### src/rtl/rtc_cmd_sender_if.sv
// +--------------------------------------------------------------------+
// | rtc_cmd_sender_if : request handshake and RTC command bus           |
// | Rev 1.0                                                             |
// +--------------------------------------------------------------------+
`default_nettype none

interface rtc_cmd_sender_if;
  logic       req_valid_i;
  logic       req_ready_o;
  logic       req_reset_i;
  logic [4:0] req_hours_i;
  logic [5:0] req_minutes_i;
  logic [5:0] req_seconds_i;
  logic [9:0] req_milliseconds_i;
  logic       cmd_valid_o;
  logic [2:0] cmd_type_o;
  logic [9:0] cmd_data_o;
  logic       busy_o;
  logic       err_o;

  // Sender side: takes requests, drives the RTC command strobe.
  modport slave (
    input  req_valid_i, req_reset_i, req_hours_i, req_minutes_i,
           req_seconds_i, req_milliseconds_i,
    output req_ready_o, cmd_valid_o, cmd_type_o, cmd_data_o, busy_o, err_o
  );

  modport master (
    output req_valid_i, req_reset_i, req_hours_i, req_minutes_i,
           req_seconds_i, req_milliseconds_i,
    input  req_ready_o, cmd_valid_o, cmd_type_o, cmd_data_o, busy_o, err_o
  );
endinterface

`default_nettype wire

### src/rtl/rtc_cmd_sender.sv
// +--------------------------------------------------------------------+
// | rtc_cmd_sender : serialises a time / reset request into RTC cmds    |
// | Rev 1.0                                                             |
// +--------------------------------------------------------------------+
`default_nettype none

module rtc_cmd_sender #(
  parameter int CMD_GAP = 0
) (
  input  logic            clk_i,
  input  logic            srst_i,
  rtc_cmd_sender_if.slave bus
);

  localparam logic [1:0] c_IDLE = 2'd0;
  localparam logic [1:0] c_SEND = 2'd1;
  localparam logic [1:0] c_GAP  = 2'd2;

  localparam logic [2:0] c_OP_HOURS   = 3'b111;
  localparam logic [2:0] c_OP_MINUTES = 3'b110;
  localparam logic [2:0] c_OP_SECONDS = 3'b101;
  localparam logic [2:0] c_OP_MS      = 3'b011;
  localparam logic [2:0] c_OP_RESET   = 3'b010;

  localparam logic [3:0] c_GAP_END = (CMD_GAP > 0) ? 4'(CMD_GAP - 1) : 4'd0;

  logic [1:0] r_state, w_state_nxt;
  logic [1:0] r_idx, w_idx_nxt;
  logic [3:0] r_gap_cnt, w_gap_cnt_nxt;

  logic       r_is_reset;
  logic [4:0] r_hours;
  logic [5:0] r_minutes;
  logic [5:0] r_seconds;
  logic [9:0] r_ms;

  logic       r_cmd_valid, w_cmd_valid_d;
  logic [2:0] r_cmd_type, w_cmd_type_d;
  logic [9:0] r_cmd_data, w_cmd_data_d;
  logic       r_err, w_err_d;

  logic       w_ready, w_accept, w_legal, w_last;
  logic       w_src_reset;
  logic [4:0] w_src_hours;
  logic [5:0] w_src_minutes;
  logic [5:0] w_src_seconds;
  logic [9:0] w_src_ms;

  assign w_ready  = (r_state == c_IDLE) & ~srst_i;
  assign w_accept = bus.req_valid_i & w_ready;
  assign w_legal  = bus.req_reset_i |
                    ((bus.req_hours_i <= 5'd23) & (bus.req_minutes_i <= 6'd59) &
                     (bus.req_seconds_i <= 6'd59) & (bus.req_milliseconds_i <= 10'd999));
  assign w_last   = r_is_reset | (r_idx == 2'd3);

  always_ff @(posedge clk_i) begin
    if (srst_i) begin
      r_state     <= c_IDLE;
      r_idx       <= 2'd0;
      r_gap_cnt   <= 4'd0;
      r_is_reset  <= 1'b0;
      r_hours     <= 5'd0;
      r_minutes   <= 6'd0;
      r_seconds   <= 6'd0;
      r_ms        <= 10'd0;
      r_cmd_valid <= 1'b0;
      r_cmd_type  <= 3'd0;
      r_cmd_data  <= 10'd0;
      r_err       <= 1'b0;
    end else begin
      r_state     <= w_state_nxt;
      r_idx       <= w_idx_nxt;
      r_gap_cnt   <= w_gap_cnt_nxt;
      r_cmd_valid <= w_cmd_valid_d;
      r_cmd_type  <= w_cmd_type_d;
      r_cmd_data  <= w_cmd_data_d;
      r_err       <= w_err_d;
      if (w_accept) begin
        r_is_reset <= bus.req_reset_i;
        r_hours    <= bus.req_hours_i;
        r_minutes  <= bus.req_minutes_i;
        r_seconds  <= bus.req_seconds_i;
        r_ms       <= bus.req_milliseconds_i;
      end
    end
  end

  // r_idx advances when a command leaves SEND, so in GAP it already names the next one.
  always_comb begin
    w_state_nxt   = r_state;
    w_idx_nxt     = r_idx;
    w_gap_cnt_nxt = r_gap_cnt;
    case (r_state)
      c_IDLE: begin
        if (w_accept & w_legal) begin
          w_state_nxt = c_SEND;
          w_idx_nxt   = 2'd0;
        end
      end
      c_SEND: begin
        if (w_last) begin
          w_state_nxt = c_IDLE;
        end else begin
          w_idx_nxt     = r_idx + 2'd1;
          w_gap_cnt_nxt = 4'd0;
          w_state_nxt   = (CMD_GAP > 0) ? c_GAP : c_SEND;
        end
      end
      c_GAP: begin
        if (r_gap_cnt == c_GAP_END) w_state_nxt = c_SEND;
        else                        w_gap_cnt_nxt = r_gap_cnt + 4'd1;
      end
      default: w_state_nxt = c_IDLE;
    endcase
  end

  // Outputs are precomputed from the next state so the registered strobe lines up with SEND.
  always_comb begin
    w_src_reset   = (r_state == c_IDLE) ? bus.req_reset_i        : r_is_reset;
    w_src_hours   = (r_state == c_IDLE) ? bus.req_hours_i        : r_hours;
    w_src_minutes = (r_state == c_IDLE) ? bus.req_minutes_i      : r_minutes;
    w_src_seconds = (r_state == c_IDLE) ? bus.req_seconds_i      : r_seconds;
    w_src_ms      = (r_state == c_IDLE) ? bus.req_milliseconds_i : r_ms;
    w_cmd_valid_d = (w_state_nxt == c_SEND);
    w_cmd_type_d  = 3'd0;
    w_cmd_data_d  = 10'd0;
    w_err_d       = w_accept & ~w_legal;
    if (w_cmd_valid_d) begin
      if (w_src_reset) begin
        w_cmd_type_d = c_OP_RESET;
      end else begin
        case (w_idx_nxt)
          2'd0: begin w_cmd_type_d = c_OP_HOURS;   w_cmd_data_d = {5'd0, w_src_hours};   end
          2'd1: begin w_cmd_type_d = c_OP_MINUTES; w_cmd_data_d = {4'd0, w_src_minutes}; end
          2'd2: begin w_cmd_type_d = c_OP_SECONDS; w_cmd_data_d = {4'd0, w_src_seconds}; end
          default: begin w_cmd_type_d = c_OP_MS;   w_cmd_data_d = w_src_ms;              end
        endcase
      end
    end
  end

  assign bus.req_ready_o = w_ready;
  assign bus.busy_o      = (r_state != c_IDLE) & ~srst_i;
  assign bus.cmd_valid_o = r_cmd_valid;
  assign bus.cmd_type_o  = r_cmd_type;
  assign bus.cmd_data_o  = r_cmd_data;
  assign bus.err_o       = r_err;

endmodule

`default_nettype wire

### src/flat_wrapper.sv
// flat-port wrapper written by rule: the top's interface ports become plain ports
module rtc_cmd_sender_flat 
#(
  parameter int CMD_GAP = 0
)
  (clk_i, srst_i, bus_req_valid_i, bus_req_reset_i, bus_req_hours_i, bus_req_minutes_i, bus_req_seconds_i, bus_req_milliseconds_i, bus_req_ready_o, bus_cmd_valid_o, bus_cmd_type_o, bus_cmd_data_o, bus_busy_o, bus_err_o);
  rtc_cmd_sender_if bus_i ();
  input  logic clk_i;
  input  logic srst_i;
  input wire logic [$bits(bus_i.req_valid_i)-1:0] bus_req_valid_i;
  input wire logic [$bits(bus_i.req_reset_i)-1:0] bus_req_reset_i;
  input wire logic [$bits(bus_i.req_hours_i)-1:0] bus_req_hours_i;
  input wire logic [$bits(bus_i.req_minutes_i)-1:0] bus_req_minutes_i;
  input wire logic [$bits(bus_i.req_seconds_i)-1:0] bus_req_seconds_i;
  input wire logic [$bits(bus_i.req_milliseconds_i)-1:0] bus_req_milliseconds_i;
  output wire logic [$bits(bus_i.req_ready_o)-1:0] bus_req_ready_o;
  output wire logic [$bits(bus_i.cmd_valid_o)-1:0] bus_cmd_valid_o;
  output wire logic [$bits(bus_i.cmd_type_o)-1:0] bus_cmd_type_o;
  output wire logic [$bits(bus_i.cmd_data_o)-1:0] bus_cmd_data_o;
  output wire logic [$bits(bus_i.busy_o)-1:0] bus_busy_o;
  output wire logic [$bits(bus_i.err_o)-1:0] bus_err_o;
  assign bus_i.req_valid_i = bus_req_valid_i;
  assign bus_i.req_reset_i = bus_req_reset_i;
  assign bus_i.req_hours_i = bus_req_hours_i;
  assign bus_i.req_minutes_i = bus_req_minutes_i;
  assign bus_i.req_seconds_i = bus_req_seconds_i;
  assign bus_i.req_milliseconds_i = bus_req_milliseconds_i;
  assign bus_req_ready_o = bus_i.req_ready_o;
  assign bus_cmd_valid_o = bus_i.cmd_valid_o;
  assign bus_cmd_type_o = bus_i.cmd_type_o;
  assign bus_cmd_data_o = bus_i.cmd_data_o;
  assign bus_busy_o = bus_i.busy_o;
  assign bus_err_o = bus_i.err_o;
  rtc_cmd_sender #(.CMD_GAP(CMD_GAP)) u_core (.clk_i(clk_i), .srst_i(srst_i), .bus(bus_i));
endmodule
### config.mk
export PLATFORM = sky130hd
export DESIGN_NAME = rtc_cmd_sender_flat
export DESIGN_NICKNAME = d
export VERILOG_FILES = /design/src/rtl/rtc_cmd_sender_if.sv /design/src/rtl/rtc_cmd_sender.sv /design/src/flat_wrapper.sv
export SDC_FILE = /design/constraint.sdc
export NUM_CORES = 1
export LEC_CHECK = 0
export ABC_CLOCK_PERIOD_IN_PS = 2590
export CORE_ASPECT_RATIO = 0.6
export CORE_MARGIN = 2
export CORE_UTILIZATION = 52
export DETAILED_ROUTE_END_ITERATION = 10
export GPL_TIMING_DRIVEN = 1
export PLACE_DENSITY = 0.77
export SKIP_CTS_REPAIR_TIMING = 1
export SYNTH_ARGS = -nofsm -noshare
export SYNTH_HDL_FRONTEND = slang
export SYNTH_SLANG_ARGS = --single-unit
export TNS_END_PERCENT = 50
### constraint.sdc
create_clock -name clk_i -period 2.59 [get_ports clk_i]
set_clock_uncertainty 0.15 [all_clocks]
set_input_delay 0.518 -clock clk_i [delete_from_list [all_inputs] [get_ports clk_i]]
set_output_delay 0.518 -clock clk_i [all_outputs]
set_load 0.01 [all_outputs]
# Word level (Yosys, flattened, before mapping)

Index checks and enable logic that the tools add are counted.

$add $sub $neg: 2
Magnitude comparators: 4
Equality and inequality tests: 8
Multiplexer cells: 18
Bitwise operators: 13
Reduce and logical (&&, ||, !) cells: 8

Operators with widths:

| cell                                                            | count |
|---|---|
| 10-bit one-hot mux with 3 select lines                          | 1 |
| 6-bit less-or-equal comparator, second input constant           | 2 |
| 6-bit 2-to-1 mux                                                | 2 |
| 10-bit less-or-equal comparator, second input constant          | 1 |
| 10-bit 2-to-1 mux                                               | 1 |
| 2-bit 2-to-1 mux                                                | 5 |
| 3-bit one-hot mux with 3 select lines                           | 1 |
| 1-bit AND                                                       | 8 |
| 4-bit 2-to-1 mux                                                | 2 |
| 4-bit one-hot mux with 2 select lines                           | 1 |
| 2-bit by 1-bit == test with 1-bit output, second input constant | 3 |
| 2-bit == test, second input constant                            | 3 |
| 2-bit one-hot mux with 3 select lines                           | 1 |
| 5-bit less-or-equal comparator, second input constant           | 1 |
| 5-bit 2-to-1 mux                                                | 1 |
| 4-bit by 1-bit adder with 4-bit output, second input constant   | 1 |
| 2-bit logical NOT                                               | 2 |
| 4-bit logical NOT                                               | 1 |
| 2-bit inequality test, second input constant                    | 2 |
| 2-bit one-hot mux with 2 select lines                           | 1 |
| 2-bit nonzero test                                              | 2 |
| 1-bit inverter                                                  | 3 |
| 3-bit AND reduction                                             | 1 |
| 3-bit OR reduction                                              | 1 |
| 4 further kinds                                                 | 6 |

Register bits: 51
Bits of input ports: 31
Logic and storage cells: 66

# Logic depth before layout (Yosys ltp)

Gate-level depths: netlist (run 1).

Word-level depth: 11
Depth in mapped cells: 11

# Worst setup path before layout (run 1)

Ideal clock, no wire load.

Path type: reg2reg
From: register u_core.r_state[0]
To: register u_core.r_cmd_data[2], in the netlist u_core.bus.cmd_data_o[2]
Arrival: 2.043 ns
Required time: 2.363 ns
Setup slack: 0.320 ns
Cell stages (with the launch flop): 12
Buffers on the path: 3
Clock period less this slack: 2.270 ns
Cell sequence: dfxtp_1 -> inv_1 -> ha_1 -> buf_2 -> and3b_1 -> buf_6 -> nand2_4 -> o21ai_4 -> o22ai_4 -> buf_6 -> mux4_1 -> o22ai_1

Longest elaborated chain between the ends: 9

RTL lines:

| what                                     | RTL line              | source |
|---|---|---|
| start: declaration                       | rtc_cmd_sender.sv:27  | `logic [1:0] r_state, w_state_nxt;` |
| start signal: assignment                 | rtc_cmd_sender.sv:58  | `r_state <= c_IDLE;` |
| start signal: assignment                 | rtc_cmd_sender.sv:71  | `r_state <= w_state_nxt;` |
| 2-bit logical NOT                        | -                     |  |
| 1-bit AND                                | rtc_cmd_sender.sv:49  | `assign w_ready = (r_state == c_IDLE) & ~srst_i;` |
| 1-bit AND                                | rtc_cmd_sender.sv:50  | `assign w_accept = bus.req_valid_i & w_ready;` |
| 1-bit AND                                | rtc_cmd_sender.sv:95  | `if (w_accept & w_legal) begin` |
| 2-bit 2-to-1 mux                         | rtc_cmd_sender.sv:95  |  |
| 2-bit one-hot mux with 3 select lines    | rtc_cmd_sender.sv:93  | `case (r_state)` |
| 2-bit by 1-bit == test with 1-bit output | rtc_cmd_sender.sv:124 | `w_cmd_valid_d = (w_state_nxt == c_SEND);` |
| 1-bit inverter (no source line)          | -                     |  |
| 3-bit OR reduction (no source line)      | -                     |  |
| end signal: assignment                   | rtc_cmd_sender.sv:76  | `r_cmd_data <= w_cmd_data_d;` |
| end: declaration                         | rtc_cmd_sender.sv:39  | `logic [9:0] r_cmd_data, w_cmd_data_d;` |

Parallel ways exist; a longest one is shown, timed or not.
A chain may end at the register's enable or synchronous reset.

# Worst setup path in the final report (run 1)

From: input port srst_i
To: output port bus_req_ready_o

Longest elaborated chain between the ends: 2

RTL lines:

| what               | RTL line             | source |
|---|---|---|
| start: declaration | flat_wrapper.sv:9    | `input logic srst_i;` |
| 1-bit inverter     | rtc_cmd_sender.sv:49 |  |
| 1-bit AND          | rtc_cmd_sender.sv:49 |  |
| end: declaration   | flat_wrapper.sv:16   | `output wire logic [$bits(bus_i.req_ready_o)-1:0] bus_req_ready_o;` |

Every way passes these cells.

==> results.txt, run 1 <==
----------------------------------------------------
[Outcome]
  Status ... finished, final reports clean

[Pwr]
  Max VDD drop ... 295 uV
  PD cells ... 630 nW/um^2
  Overall power of the completed layout ... 2.10 mW
  Static power due to leakage ... 1.41 nW

[Run]
  MaxCap Viol Count ... 0

[Worst hold path]
  Hold path depth ... 2
  Hold Path Class ... flop to flop
  Launch instance of the worst min-delay path ... u_core.r_seconds[1]$_SDFFE_PP0P_
  Destination of the worst hold path ... u_core.r_seconds[1]$_SDFFE_PP0P_

[Finish]
  FF/Latch Area ... 1020 sq um
  Number of fillers in the final layout ... 354
  Net count reported at finish ... 377
  Area of combinational cells with multiple inputs ... 1220 sq um
  Fraction of final layout cells with drive strength greater than 1 ... 15.6%
  Area growth from synthesis to layout ... 33.3%
  Commonest cells after routing, fill and taps aside ... sky130_fd_sc_hd__inv_1 (50), sky130_fd_sc_hd__dfxtp_1 (49), sky130_fd_sc_hd__clkdlybuf4s50_1 (46)
  Leading cell type in the layout, fill and taps excluded ... sky130_fd_sc_hd__inv_1
  Final cell count without fillers ... 403
  Diode count ... 0

[Global routing]
  Vias in the first global route ... 2027
  First-pass GRT wire length ... 9.51 mm
  Pin count of the biggest net entering global routing ... 55
  Total routing usage reported by global routing ... 22.8%
  Antenna violations before repair ... 0
  Remaining global-route overflow ... 0

[Die]
  Area of the die ... 5400 sq um
  Vert. Die Dim ... 57.7 microns
  Overall die width ... 93.5 microns
  Placeable core area ... 4590 sq um
  Number of I/O pins ... 48
  Site Rows ... 19
  Initial core utilization ... 54.5%

[Place]
  Routability cong. ... 0.790
  Port-buffer cells ... 47
  HPWL after DPL ... 4.24 mm
  Post-placement cell count ... 395

[Worst setup path]
  Kind of end point of the critical path ... primary output
  Worst R2R Start ... u_core.r_state[0]$_SDFF_PP0_
  Critical Path Start Type ... input port
  WP data required ... 1.92 ns
  Setup CP Type ... input port to primary output
  Worst reg2reg endpoint ... u_core.bus.cmd_data_o[1]$_SDFF_PP0_
  Worst R2R Path Depth ... 9
  Crit path arrival time ... 1.87 ns
  Setup slack, reg-to-reg ... 0.28 ns
  Largest fanout on the critical path ... 20
  Beginning of the critical path ... srst_i

[Logic synthesis]
  Most used DFF post-synth ... sky130_fd_sc_hd__dfxtp_1
  Number of nets in the synthesized netlist ... 312
  Number of storage elements in the synthesis netlist ... 51
  Distinct cell type count after synthesis ... 39
  Proportion of synthesized chip area in sequential cells ... 40.8%
  EDFF count, synth ... 0
  Synthesized area per cell ... 9.13 sq um
  Number of standard cells after synthesis ... 274
  Count of synthesis-stage warnings from yosys ... 0
  Fraction of registers with async set or reset after synthesis ... 0%
  Mapped Area ... 2500 sq um

[Timing]
  Part of the cycle the worst path needs ... 97.8%
  RSZ-0062 raised after global routing ... false
  Max-slew violation count ... 0
  Clock period minus final worst setup slack ... 2.53 ns
  Total setup violations reported at the end of the flow ... 0
  Setup_tns ... 0 ns
  Worst-case headroom to the max-slew limit ... 65.8%
  Achievable frequency ... 395 MHz
  Slew of the pin with the lowest slew margin ... 0.514 ns
  Final Hold Violating Endpoints ... 0

[Detailed routing]
  Remaining antenna violation count ... 0
  Violation count after the first detailed-routing iteration ... 84
  Detailed-route wire length per cell ... 14.4 microns
  First-pass iteration count of the detailed router ... 4
  Post-DR vias/cell ... 5.18
  Total Routed Length ... 5.80 mm
  Via count of the routed design ... 2087
  DRC violation count after routing ... 0

[Clock tree]
  CTS tree ... built
  Number of H-tree branching levels ... 2
  Clock input transition at the sequential cells of the worst setup and hold paths ... 0.09 ns
  Clk Latency, worst-skew pair ... 0.31 ns
  Inserted Clock Buffers ... 5
  Clk sink count ... 51
  Clock buffer depth ... 2
  Root buffer cell ... sky130_fd_sc_hd__clkbuf_8

----------------------------------------------------
[worst max-delay path, cell delays in order]
cell and delay, ns:
sky130_fd_sc_hd__clkdlybuf4s50_1 0.49, sky130_fd_sc_hd__buf_6 0.21, sky130_fd_sc_hd__nor2b_1 0.11, sky130_fd_sc_hd__clkdlybuf4s50_1 0.53
[area by class of cell]
class	count	area share, %
clock buffers	6	2.18
clock inverters	2	1.80
inverters	50	5.63
multi-input cells	159	36.5
flip-flops and latches	51	30.7
well taps	63	2.36
repair buffers	72	20.8
[cell usage after synthesis (6+ instances only)]
| cell | n | area (sq um) |
|---|---|---|
| sky130_fd_sc_hd__clkbuf_1 | 9 | 33.8 |
| sky130_fd_sc_hd__dfxtp_1 | 51 | 1020 |
| sky130_fd_sc_hd__ha_1 | 7 | 87.6 |
| sky130_fd_sc_hd__inv_1 | 50 | 188 |
| sky130_fd_sc_hd__mux2i_1 | 7 | 70.1 |
| sky130_fd_sc_hd__mux4_2 | 8 | 180 |
| sky130_fd_sc_hd__nand2_1 | 39 | 146 |
| sky130_fd_sc_hd__nand2b_1 | 6 | 37.5 |
| sky130_fd_sc_hd__nor2_1 | 12 | 45.0 |
| sky130_fd_sc_hd__o21ai_0 | 7 | 35.0 |
| sky130_fd_sc_hd__o22ai_1 | 7 | 43.8 |
| sky130_fd_sc_hd__o31ai_1 | 23 | 173 |
[metal layers]
layer / vias to the layer above / GRT usage [%] / part of all wire (%)
li1: 1051 / - / -
met1: 972 / 32.6 / 49
met2: 54 / 35.5 / 44
met3: 10 / 4.55 / 5.6
met4: 0 / 6.83 / 1.5
met5: - / 0 / 0
[how the worst max path moves through the flow]
stage | end | slack [ns] | cells after the start
5_1_grt | bus_req_ready_o | 0.03 | 4
3_5_place_dp | u_core.bus.cmd_data_o[2]$_SDFF_PP0_ | -0.08 | 8
4_1_cts | bus_busy_o | -0.05 | 5
2_1_floorplan | u_core.bus.cmd_data_o[2]$_SDFF_PP0_ | 0.32 | 11
3_3_place_gp | u_core.bus.cmd_data_o[1]$_SDFF_PP0_ | -0.06 | 8
6_report | bus_req_ready_o | 0.06 | 4
[state kept, by name (all words and copies together) (netlist names), 3 cells and up]
signal,flops
u_core.bus.cmd_data_o,10
u_core.bus.cmd_type_o,3
u_core.r_gap_cnt,4
u_core.r_hours,5
u_core.r_minutes,6
u_core.r_ms,10
u_core.r_seconds,6
[cell families after synthesis]
kind of cell / share of synthesized area [%]
simple gates: 15.1
mux: 13.6
xor+xnor: 1.70
flops: 40.8
compound gates: 14.7
fa+ha+maj: 3.50
buf+inv: 10.6
[power breakdown]
group | switching [mW] | internal [mW] | leakage [nW]
combinational | 0.270 | 0.297 | 0.925
sequential | 0.0297 | 0.852 | 0.419
clock | 0.264 | 0.386 | 0.0654
[per-stage QoR]
| step | worst slack, ns | util (%) | cell area [sq um] | hold WS (ns) |
|---|---|---|---|---|
| 3_3_place_gp | -0.0585 | 69.5 | 3190 | 0.305 |
| 6_report | 0.0562 | 72.6 | 3330 | 0.325 |
| 3_5_place_dp | -0.0808 | 69.5 | 3190 | 0.308 |
| 2_1_floorplan | 0.320 | - | 2500 | 0.285 |
| 4_1_cts | -0.0451 | 72.4 | 3320 | 0.327 |
| 5_1_grt | 0.0328 | 72.6 | 3330 | 0.341 |
Power figures use the tool's default switching activity.
==> inputs of run 2 (changes only) <==
SKIP_CTS_REPAIR_TIMING = unset   (was 1)
==> run 2 against run 1 <==
  * Register-to-register slack hardly changed
  * Largest cell class unchanged
  * Critical endpoint unchanged
  * Fmax hardly changed
  * Power down 0.11%
  * Clock power is essentially flat
==> results.txt, run 2 (synthesis results as in run 1) <==
----------------------------------------------------
[Outcome]
  Status ... finished, final reports clean

[Timing]
  Final Hold Violating Endpoints ... 0 (unchanged)
  Crit path setup slack, layout ... 0.0560 ns (-0.000217 ns)
  Total setup violations reported at the end of the flow ... 0 (unchanged)
  RSZ-0062 raised after global routing ... false
  Achievable frequency ... 395 MHz (about the same)
  Worst-case headroom to the max-slew limit ... 65.7% (about the same)
  Final hold slack ... 0.325 ns (-0.000161 ns)
  Slew of the pin with the lowest slew margin ... 0.515 ns (+0.000921 ns)
  Max-slew violation count ... 0 (unchanged)
  Clock period minus final worst setup slack ... 2.53 ns (+0.000217 ns)
  Setup_tns ... 0 ns (unchanged)
  Part of the cycle the worst path needs ... 97.8% (about the same)

[Global routing]
  Vias in the first global route ... 2023 (-0.20%)
  Remaining global-route overflow ... 0 (unchanged)
  Antenna violations before repair ... 0 (unchanged)
  First-pass GRT wire length ... 9.52 mm (+0.15%)
  Pin count of the biggest net entering global routing ... 55 (unchanged)
  Total routing usage reported by global routing ... 22.8% (+0.028 points)

[Worst setup path]
  Setup CP Type ... input port to primary output
  Critical Path Start Type ... input port
  WP data required ... 1.92 ns (about the same)
  Kind of end point of the critical path ... primary output
  Beginning of the critical path ... srst_i
  Worst R2R Start ... u_core.r_state[0]$_SDFF_PP0_
  Largest fanout on the critical path ... 20 (unchanged)
  Crit path arrival time ... 1.87 ns (about the same)

[Finish]
  Leading cell type in the layout, fill and taps excluded ... sky130_fd_sc_hd__inv_1
  Net count reported at finish ... 377 (unchanged)
  Diode count ... 0 (unchanged)
  Final cell area excluding filler cells ... 3330 sq um (-0.11%)
  Commonest cells after routing, fill and taps aside ... sky130_fd_sc_hd__inv_1 (50), sky130_fd_sc_hd__dfxtp_1 (49), sky130_fd_sc_hd__clkdlybuf4s50_1 (46)
  Area growth from synthesis to layout ... 33.1%
  Number of fillers in the final layout ... 355 (+0.28%)
  Fraction of final layout cells with drive strength greater than 1 ... 15.6% (unchanged)
  Final cell count without fillers ... 403 (unchanged)

[Die]
  Vert. Die Dim ... 57.7 microns (unchanged)
  Number of I/O pins ... 48 (unchanged)
  Placeable core area ... 4590 sq um (unchanged)
  Initial core utilization ... 54.5% (unchanged)
  Site Rows ... 19 (unchanged)
  Area of the die ... 5400 sq um (unchanged)
  Overall die width ... 93.5 microns (unchanged)

[Place]
  Port-buffer cells ... 47 (unchanged)
  Routability cong. ... 0.790 (unchanged)
  Worst setup slack before clock tree synthesis ... -0.0808 ns (unchanged)
  HPWL after DPL ... 4.24 mm (unchanged)
  Instance area after placement ... 3190 sq um (unchanged)
  Post-placement cell count ... 395 (unchanged)

[Clock tree]
  Number of buffers inserted to repair setup after CTS ... 0
  Clk Latency, worst-skew pair ... 0.31 ns (about the same)
  Root buffer cell ... sky130_fd_sc_hd__clkbuf_8
  Clock input transition at the sequential cells of the worst setup and hold paths ... 0.09 ns (about the same)
  Number of H-tree branching levels ... 2 (unchanged)
  Clock buffer depth ... 2 (unchanged)
  CTS tree ... built
  Clk sink count ... 51 (unchanged)
  Inserted Clock Buffers ... 5 (unchanged)

[Detailed routing]
  Post-DR vias/cell ... 5.18 (about the same)
  Total Routed Length ... 5.78 mm (-0.36%)
  Via count of the routed design ... 2089 (+0.096%)
  Violation count after the first detailed-routing iteration ... 75 (-11%)
  Detailed-route wire length per cell ... 14.3 microns (-0.36%)
  Remaining antenna violation count ... 0 (unchanged)
  DRC violation count after routing ... 0 (unchanged)
  First-pass iteration count of the detailed router ... 4 (unchanged)

[Pwr]
  Static power due to leakage ... 1.40 nW (-0.88%)
  PD cells ... 630 nW/um^2 (about the same)
  Max VDD drop ... 295 uV (about the same)

[Run]
  MaxCap Viol Count ... 0 (unchanged)

[Worst hold path]
  Hold Path Class ... flop to flop
  Launch instance of the worst min-delay path ... u_core.r_seconds[1]$_SDFFE_PP0P_

----------------------------------------------------
==> run 2: cell types whose count changed in the layout (fill, tap and decap cells not counted) <==
cell,before,now
sky130_fd_sc_hd__dlygate4sd2_1,0,1
sky130_fd_sc_hd__dlymetal6s2s_1,1,0
==> run 2: metal layers <==
layer | part of all wire, % | track usage (%)
met4 | 1.1 | 6.21
met1 | 50 | 32.7
met2 | 44 | 35.8
met3 | 5.0 | 4.55
met5 | 0 | 0
==> run 2: final timing paths <==
check	endpoint	slack, ns	depth (start not counted)
max reg2reg	u_core.bus.cmd_data_o[1]$_SDFF_PP0_	0.28	9
min	u_core.r_seconds[1]$_SDFFE_PP0P_	0.32	2
max	bus_req_ready_o	0.06	4
min reg2reg	u_core.r_seconds[1]$_SDFFE_PP0P_	0.32	2
==> run 2: metrics by stage <==
step | util, % | power (mW)
3_5_place_dp | 69.5 | 1.46
6_report | 72.6 | 2.10
2_1_floorplan | - | 1.23
5_1_grt | 72.6 | 2.19
3_3_place_gp | 69.5 | 1.45
4_1_cts | 72.4 | 2.10
==> run 2: layout make-up <==
class	instances	area [sq um]	area share, %
clock inverters	2	60.1	1.80
clock buffers	6	72.6	2.18
inverters	50	188	5.64
multi-input cells	159	1220	36.6
flip-flops and latches	51	1020	30.7
well taps	63	78.8	2.37
repair buffers	72	689	20.7
==> run 2: power by group <==
group	internal (mW)	leakage [nW]	switching (mW)
logic	0.296	0.912	0.270
clock network	0.386	0.0654	0.263
registers	0.852	0.419	0.0296
==> run 2: critical path, stage by stage <==
cell and delay [ns]:
sky130_fd_sc_hd__clkdlybuf4s50_1 0.49, sky130_fd_sc_hd__buf_6 0.21, sky130_fd_sc_hd__nor2b_1 0.11, sky130_fd_sc_hd__clkdlybuf4s50_1 0.53
==> run 2: timing repair <==
action / in CTS / in global routing
endpoints found under the setup margin: 1 / 1
cloned: 0 / 0
resized for setup: 3 / 2
hold buffers: 0 / 0
